**src/rtl/hwpe_eai_frontend.sv**
```systemverilog
// Purpose: HWPE-side EAI front end. Queues custom instructions in order, dispatches them to the core, returns one response each.
// Latency: accept->core_cmd_valid 2 cycles; core_done->eai_rsp_valid 1 cycle; illegal op accept->response 2 cycles.
// Backpressure: eai_req_ready drops when the command FIFO is full (reset instr always accepted); core/rsp ports are valid/ready.
//
// Ports: clk/rst (sync, active-high); eai_req_* request channel in; eai_rsp_* response channel out;
//        core_cmd_* command to HWPE core; core_done/core_result/core_err completion from core;
//        core_soft_rst one-cycle soft-reset pulse; busy = work outstanding.
module hwpe_eai_frontend #(
    parameter int unsigned DEPTH        = 4,
    parameter logic [6:0]  RESET_FUNCT7 = 7'h01,
    parameter logic [6:0]  MAX_FUNCT7   = 7'h0F
) (
    input  logic        clk,
    input  logic        rst,
    input  logic        eai_req_valid,
    output logic        eai_req_ready,
    input  logic [31:0] eai_req_instr,
    input  logic [31:0] eai_req_rs1,
    input  logic [31:0] eai_req_rs2,
    input  logic [1:0]  eai_req_itag,
    output logic        eai_rsp_valid,
    input  logic        eai_rsp_ready,
    output logic [31:0] eai_rsp_wdat,
    output logic [1:0]  eai_rsp_itag,
    output logic        eai_rsp_err,
    output logic        core_cmd_valid,
    input  logic        core_cmd_ready,
    output logic [6:0]  core_cmd_op,
    output logic [31:0] core_cmd_rs1,
    output logic [31:0] core_cmd_rs2,
    input  logic        core_done,
    input  logic [31:0] core_result,
    input  logic        core_err,
    output logic        core_soft_rst,
    output logic        busy
);

    localparam int unsigned AW = $clog2(DEPTH);
    localparam int unsigned PW = AW + 1;
    localparam logic [PW-1:0] PTR_ONE = PW'(1);

    typedef struct packed {
        logic [6:0]  op;
        logic [31:0] rs1;
        logic [31:0] rs2;
        logic [1:0]  itag;
        logic        ill;
    } cmd_t;

    typedef enum logic [2:0] {
        S_IDLE,
        S_ISSUE,
        S_WAIT,
        S_RESP,
        S_RRESP
    } state_t;

    cmd_t          mem [DEPTH];
    cmd_t          head;
    cmd_t          push_dat;
    logic [PW-1:0] wr_ptr;
    logic [PW-1:0] rd_ptr;
    logic          full;
    logic          empty;

    logic [6:0]    req_f7;
    logic          req_is_rst;
    logic          push;
    logic          rst_acc;
    logic          pop;

    state_t        state;
    state_t        state_nxt;
    logic          rst_pend;
    logic [1:0]    rst_itag;
    logic          soft_rst_q;
    logic [31:0]   rsp_wdat_q;
    logic          rsp_err_q;
    logic          cap_en;
    logic [31:0]   cap_wdat;
    logic          cap_err;

    // Only funct7 selects the operation; the rest of the word is not decoded here.
    logic          unused_instr_bits;
    assign unused_instr_bits = ^eai_req_instr[24:0];

    assign req_f7     = eai_req_instr[31:25];
    assign req_is_rst = (req_f7 == RESET_FUNCT7);

    // Extra pointer MSB distinguishes full from empty when the indices match.
    assign full  = (wr_ptr[AW] != rd_ptr[AW]) && (wr_ptr[AW-1:0] == rd_ptr[AW-1:0]);
    assign empty = (wr_ptr == rd_ptr);
    assign head  = mem[rd_ptr[AW-1:0]];

    // The soft-reset instruction bypasses the queue, so it is never blocked by a full FIFO.
    assign eai_req_ready = !rst && (!full || req_is_rst);
    assign push          = eai_req_valid && eai_req_ready && !req_is_rst;
    assign rst_acc       = eai_req_valid && eai_req_ready && req_is_rst;

    assign push_dat = '{op: req_f7, rs1: eai_req_rs1, rs2: eai_req_rs2,
                        itag: eai_req_itag, ill: (req_f7 > MAX_FUNCT7)};

    always_ff @(posedge clk) begin
        if (rst || rst_acc) begin
            wr_ptr <= '0;
            rd_ptr <= '0;
        end else begin
            if (push) wr_ptr <= wr_ptr + PTR_ONE;
            if (pop)  rd_ptr <= rd_ptr + PTR_ONE;
        end
    end

    always_ff @(posedge clk) begin
        if (push) mem[wr_ptr[AW-1:0]] <= push_dat;
    end

    always_ff @(posedge clk) begin
        if (rst) begin
            state      <= S_IDLE;
            rst_pend   <= 1'b0;
            rst_itag   <= '0;
            soft_rst_q <= 1'b0;
            rsp_wdat_q <= '0;
            rsp_err_q  <= 1'b0;
        end else begin
            state      <= state_nxt;
            soft_rst_q <= rst_acc;
            if (rst_acc) begin
                rst_pend <= 1'b1;
                rst_itag <= eai_req_itag;
            end else if (state == S_RRESP && eai_rsp_ready) begin
                rst_pend <= 1'b0;
            end
            if (cap_en) begin
                rsp_wdat_q <= cap_wdat;
                rsp_err_q  <= cap_err;
            end
        end
    end

    always_comb begin
        state_nxt      = state;
        pop            = 1'b0;
        cap_en         = 1'b0;
        cap_wdat       = '0;
        cap_err        = 1'b0;
        core_cmd_valid = 1'b0;
        core_cmd_op    = '0;
        core_cmd_rs1   = '0;
        core_cmd_rs2   = '0;
        eai_rsp_valid  = 1'b0;
        eai_rsp_wdat   = '0;
        eai_rsp_itag   = '0;
        eai_rsp_err    = 1'b0;
        case (state)
            S_IDLE: begin
                if (rst_pend) begin
                    state_nxt = S_RRESP;
                end else if (!empty) begin
                    if (head.ill) begin
                        // Illegal ops never reach the core; answer with an error directly.
                        state_nxt = S_RESP;
                        cap_en    = 1'b1;
                        cap_err   = 1'b1;
                    end else begin
                        state_nxt = S_ISSUE;
                    end
                end
            end
            S_ISSUE: begin
                core_cmd_valid = 1'b1;
                core_cmd_op    = head.op;
                core_cmd_rs1   = head.rs1;
                core_cmd_rs2   = head.rs2;
                if (core_cmd_ready) begin
                    if (core_done) begin
                        state_nxt = S_RESP;
                        cap_en    = 1'b1;
                        cap_wdat  = core_result;
                        cap_err   = core_err;
                    end else begin
                        state_nxt = S_WAIT;
                    end
                end
            end
            S_WAIT: begin
                if (core_done) begin
                    state_nxt = S_RESP;
                    cap_en    = 1'b1;
                    cap_wdat  = core_result;
                    cap_err   = core_err;
                end
            end
            S_RESP: begin
                eai_rsp_valid = 1'b1;
                eai_rsp_wdat  = rsp_wdat_q;
                eai_rsp_err   = rsp_err_q;
                eai_rsp_itag  = head.itag;
                if (eai_rsp_ready) begin
                    pop       = 1'b1;
                    state_nxt = S_IDLE;
                end
            end
            S_RRESP: begin
                eai_rsp_valid = 1'b1;
                eai_rsp_itag  = rst_itag;
                if (eai_rsp_ready) state_nxt = S_IDLE;
            end
            default: state_nxt = S_IDLE;
        endcase
        // A soft reset abandons whatever is in flight; its response is never sent.
        if (rst_acc) state_nxt = S_IDLE;
    end

    assign core_soft_rst = soft_rst_q;
    assign busy          = (state != S_IDLE) || !empty || rst_pend;

endmodule
```
**config.mk**
```make
export PLATFORM = sky130hd
export DESIGN_NAME = hwpe_eai_frontend
export DESIGN_NICKNAME = d
export VERILOG_FILES = /design/src/rtl/hwpe_eai_frontend.sv
export SDC_FILE = /design/constraint.sdc
export NUM_CORES = 1
export LEC_CHECK = 0
export CAP_MARGIN = 20
export CORE_ASPECT_RATIO = 1.4
export CORE_MARGIN = 2
export CORE_UTILIZATION = 49
export CTS_BUF_LIST = sky130_fd_sc_hd__clkbuf_4 sky130_fd_sc_hd__clkbuf_8
export DETAILED_ROUTE_END_ITERATION = 8
export PLACE_DENSITY = 0.79
export SYNTH_ARGS = -nofsm -noshare
export SYNTH_HDL_FRONTEND = slang
export SYNTH_SLANG_ARGS = --single-unit
```
**constraint.sdc**
```tcl
create_clock -name clk -period 5.3 [get_ports clk]
set_input_delay 0.53 -clock clk [delete_from_list [all_inputs] [get_ports clk]]
set_output_delay 0.53 -clock clk [all_outputs]
set_load 0.1 [all_outputs]
```
* Yosys cells after proc, flatten, opt, wreduce, memory -nomap -nowiden
Memories as Yosys holds them, arrays and structs flattened. A register that Yosys moved wholly into a read port is not among the register bits. Cells that the tools add are included.
Operators by class: add/subtract/negate cells 2, $lt $le $gt $ge 1, equal/unequal tests 12, multiplexer cells 36, reductions and logical operators 20
Operator list (number):
- two-way mux 32 bit | 5
- one-hot mux 32 bit (2 select lines) | 1
- two-way mux 1 bit | 17
- two-way mux 3 bit | 5
- one-hot mux 3 bit (4 select lines) | 1
- == test 7 x 1 -> 1 bit, second input constant | 1
- greater-than comparator 7 x 4 -> 1 bit, second input constant | 1
- two-way mux 7 bit | 1
- adder 3 x 1 -> 3 bit, second input constant | 2
- == test 3 x 2 -> 1 bit, second input constant | 2
- logical AND 1 bit | 6
- two-way mux 2 bit | 3
- one-hot mux 1 bit (3 select lines) | 2
- logical NOT 1 bit | 4
- logical OR 1 bit | 4
- inequality test 2 bit, second input constant | 2
- one-hot mux 2 bit (2 select lines) | 1
- AND reduction 4 bit | 1
- OR reduction 2 bit | 2
- == test 3 x 1 -> 1 bit, second input constant | 1
- == test 3 bit | 1
- == test 3 bit, second input constant | 1
- logical NOT 3 bit | 1
- inequality test 3 bit, second input constant | 1
- 5 further kinds | 5
Storage, ports and cells: bits in registers 46, RAM bits 296, input port bits 137, output and inout port bits 111, logic and storage cells 80, memories 1
Memory list:
- mem | words 4, width 74, rd ports 1, clocked after memory_dff 1, write ports 1, line 58 | cmd_t mem [DEPTH];

* Depth between registers and ports, before layout
word-level depth 9, mapped depth 7, gate-level depth less buffers 4

* Worst setup path before layout
Ideal clock, no wire load.
path kind input to register, start input port eai_req_instr[25], end register wr_ptr[2], library setup time 0.322 ns, arrival time 5.303 ns, data required time 4.978 ns, slack -0.326 ns, cell stages on the path 4, path buffers 0, path through nor4b_1 -> and2_1 -> nor4b_2 -> mux2i_1
On the way: longest elaborated chain between the ends 6, elaborated cells on any way between the ends 8, classes of those cells eq/ne: 1; reduce/logical: 7
RTL lines:
- from (decl) | line 17 | input logic [31:0] eai_req_instr,
- == test 7 x 1 -> 1 bit (*) | line 88 | assign req_is_rst = (req_f7 == RESET_FUNCT7);
- logical OR 1 bit | line 96 | assign eai_req_ready = !rst && (!full || req_is_rst);
- logical AND 1 bit | line 96
- logical AND 1 bit | line 97, 98
- logical AND 1 bit | line 98 | assign rst_acc = eai_req_valid && eai_req_ready && req_is_rst;
- logical OR 1 bit | line 104 | if (rst || rst_acc) begin
- to (signal assigned) | line 108 | if (push) wr_ptr <= wr_ptr + PTR_ONE;
- to (decl) | line 61 | logic [PW-1:0] wr_ptr;
Every way passes the cells marked *; elsewhere a longest branch is shown, timed or not. A chain may end at the register's enable or synchronous reset.

==> flow_summary.yaml <==
placement:
  pre_cts_slack_ps: 1730
  dp_hpwl_um: 15900
  io_buffers: 222
  finalWeightedCongestion: 0.744
synthesis:
  yosys_warnings: 0
  synth_flop_cell: "edfxtp_1"
  ys_seq_elements: 344
  synthArstFlopShare: 0
  synth-edff-count: 296
  ys_seq_area_frac: 0.742
  synth_nets: 827
  syn_area_um2: 13300
  synthCells: 685
  yosysUniqueCellTypes: 43
  avgSynthCellArea_um2: 19.4
final_layout:
  final_cell_mix: "edfxtp_1, clkdlybuf4s50_1, mux4_2"
  drive_above_1_share: 0.189
  nNetsFinal: 1076
  final_common_cell: "edfxtp_1"
  area_growth_pct: 27.4
  fill_cells: 1893
  antenna_cells: 0
  regArea_um2: 9860
  multiInputGateArea_um2: 3230
timing:
  relSlewSlack: 0.285
  finalHoldViolCount: 0
  setup_viol: 0
  fin_ws_ps: 1310
  setup_tns_ps: 0
  fin_crit_sh: 0.753
  tightest_slew_ps: 1070
  maxSlewViolCount: 0
  min_period_ps: 3990
  worst_clock_skew_ps: 13.9
  fmax_ghz: 0.251
  rsz0062_at_grt: "false"
pwr:
  vdd_drop_max_v: 0.000186
  total_power_mw: 6.36
  p_leak_nw: 5.45
  p_per_area_nw_per_um2: 376
clock_tree:
  cts.sinks: 344
  ctsResizeCount: 0
  clk_pin_slew_ps: 70
  cts_tree: "built"
  htreeDepth: 2
  holdBufCountCts: 0
  numCtsBuffers: 49
  clockBufferDepth: 3
  cts_setup_buffers: 0
  insertion_delay_ps: 570
  clockRootBuffer: "clkbuf_8"
drt:
  wirelength_um: 26100
  wl_per_cell_um: 19.5
  final_antenna_net_count: 0
  first_pass_iters: 4
  routed.top_layer: "met4"
  drt-met1-wl_um: 10100
  vias: 7060
  drc: 0
  drt_iter0_markers: 373
  route.met3.wl_um: 1630
  via_per_inst: 5.28
  wl_met2_um: 13900
floorplan:
  core-area_um2: 26700
  ios: 248
  start_util: 0.497
  die-area_um2: 28400
  die_h_um: 199
  die_w_um: 143
  rows: 71
global_routing:
  grt_max_degree: 73
  first_global_vias: 7431
  grt_overflow: 0
  grt_pass1_wl_um: 40100
  grt_use_total: 0.186
  antenna_found_initial: 0
setup_path:
  cp_max_fo: 58
  worstPathRequired_ps: 4770
  cp_data_arrival_time_ps: 3460
  worst_setup_path_end_kind: "output pin"
  crit_type: "flop to output pin"
  startpoint_type: "flop"
worst_hold_path:
  hp-class: "flop to flop"
run_status:
  status: "complete, no violations"
flow_run:
  drv_cap: 0
[layer usage]
layer,track usage,vias to the layer above
met2,0.332,259
met3,0.0438,36
met4,0.0638,0
met1,0.220,3557
li1,-,3208
met5,0,-
[cells in the mapped netlist (2+ instances only)]
library cell  number  area [um^2]
edfxtp_1         296         8890
mux4_2            74         1670
nor2b_1           72          450
dfxtp_1           48          961
and2_1            37          231
a22o_1            32          280
clkbuf_1          18         67.6
a21oi_1           11         55.1
nand2_1           10         37.5
nor2_1             8         30.0
buf_4              7         52.6
nand3_1            7         35.0
buf_1              6         22.5
buf_2              5         25.0
ha_1               5         62.6
xor2_1             5         43.8
inv_1              4         15.0
nand2b_1           4         25.0
buf_6              3         33.8
mux2i_1            3         30.0
nor3_1             3         15.0
xnor2_1            3         26.3
a32o_1             2         20.0
nand4_1            2         12.5
nor4b_1            2         17.5
[where the power goes]
part	internal, mW	leakage, nW	switching, mW
clock network	1.14	0.531	0.955
logic	0.338	1.84	0.849
registers	3.04	3.08	0.0417
[through the flow]
step / cell area, um^2 / cells / hold WS, ps / utilization
6_report: 16900 / 1337 / 456 / 0.632
5_1_grt: 16900 / 1337 / 475 / 0.632
4_1_cts: 16900 / 1336 / 456 / 0.632
3_5_place_dp: 15900 / 1247 / 447 / 0.595
3_3_place_gp: 15900 / 1247 / 440 / 0.595
2_1_floorplan: 13300 / 685 / 432 / -
[flip-flops by register name (all words and copies together) (netlist names), named ones only]
name / flops
mem: 296
rsp_wdat_q: 32
rd_ptr: 3
state: 3
wr_ptr: 3
rst_itag: 2
core_soft_rst: 1
rsp_err_q: 1
rst_pend: 1
[final timing paths]
check                                 from                  endpoint  slack (ps)  cells after the start
setup / recovery                      flop            core_cmd_op[6]        1310                      4
hold / removal    rst_itag[0]$_SDFFE_PP0P_  rst_itag[0]$_SDFFE_PP0P_         460                      2
setup reg to reg    wr_ptr[0]$_SDFFE_PP0P_      mem[0][13]$_DFFE_PP_        2490                      5
hold reg to reg   rst_itag[0]$_SDFFE_PP0P_  rst_itag[0]$_SDFFE_PP0P_         460                      2
[worst max-delay path, stage by stage (launching register included)]
cell,delay (ps)
dfxtp_4,580
buf_12,440
mux4_2,580
nor2b_1,140
clkdlybuf4s50_1,1060
[cell type report]
type                    instances  area share
flip-flops and latches        344       0.583
multi-input cells             297       0.191
repair buffers                237       0.139
clock buffers                  65      0.0474
well taps                     365      0.0270
clock inverters                24      0.0116
inverters                       5     0.00111
[cell families (layout without fill, tap and decap cells)]
kind of cell	Yosys count	after routing	share of synthesized area
flops	344	344	0.742
xor+xnor	8	8	0.00528
simple gates	154	154	0.0712
mux	77	77	0.128
compound gates	53	53	0.0326
fa+ha+maj	5	5	0.00471
buf+inv	44	331	0.0166
(Power assumes the default switching activity.)
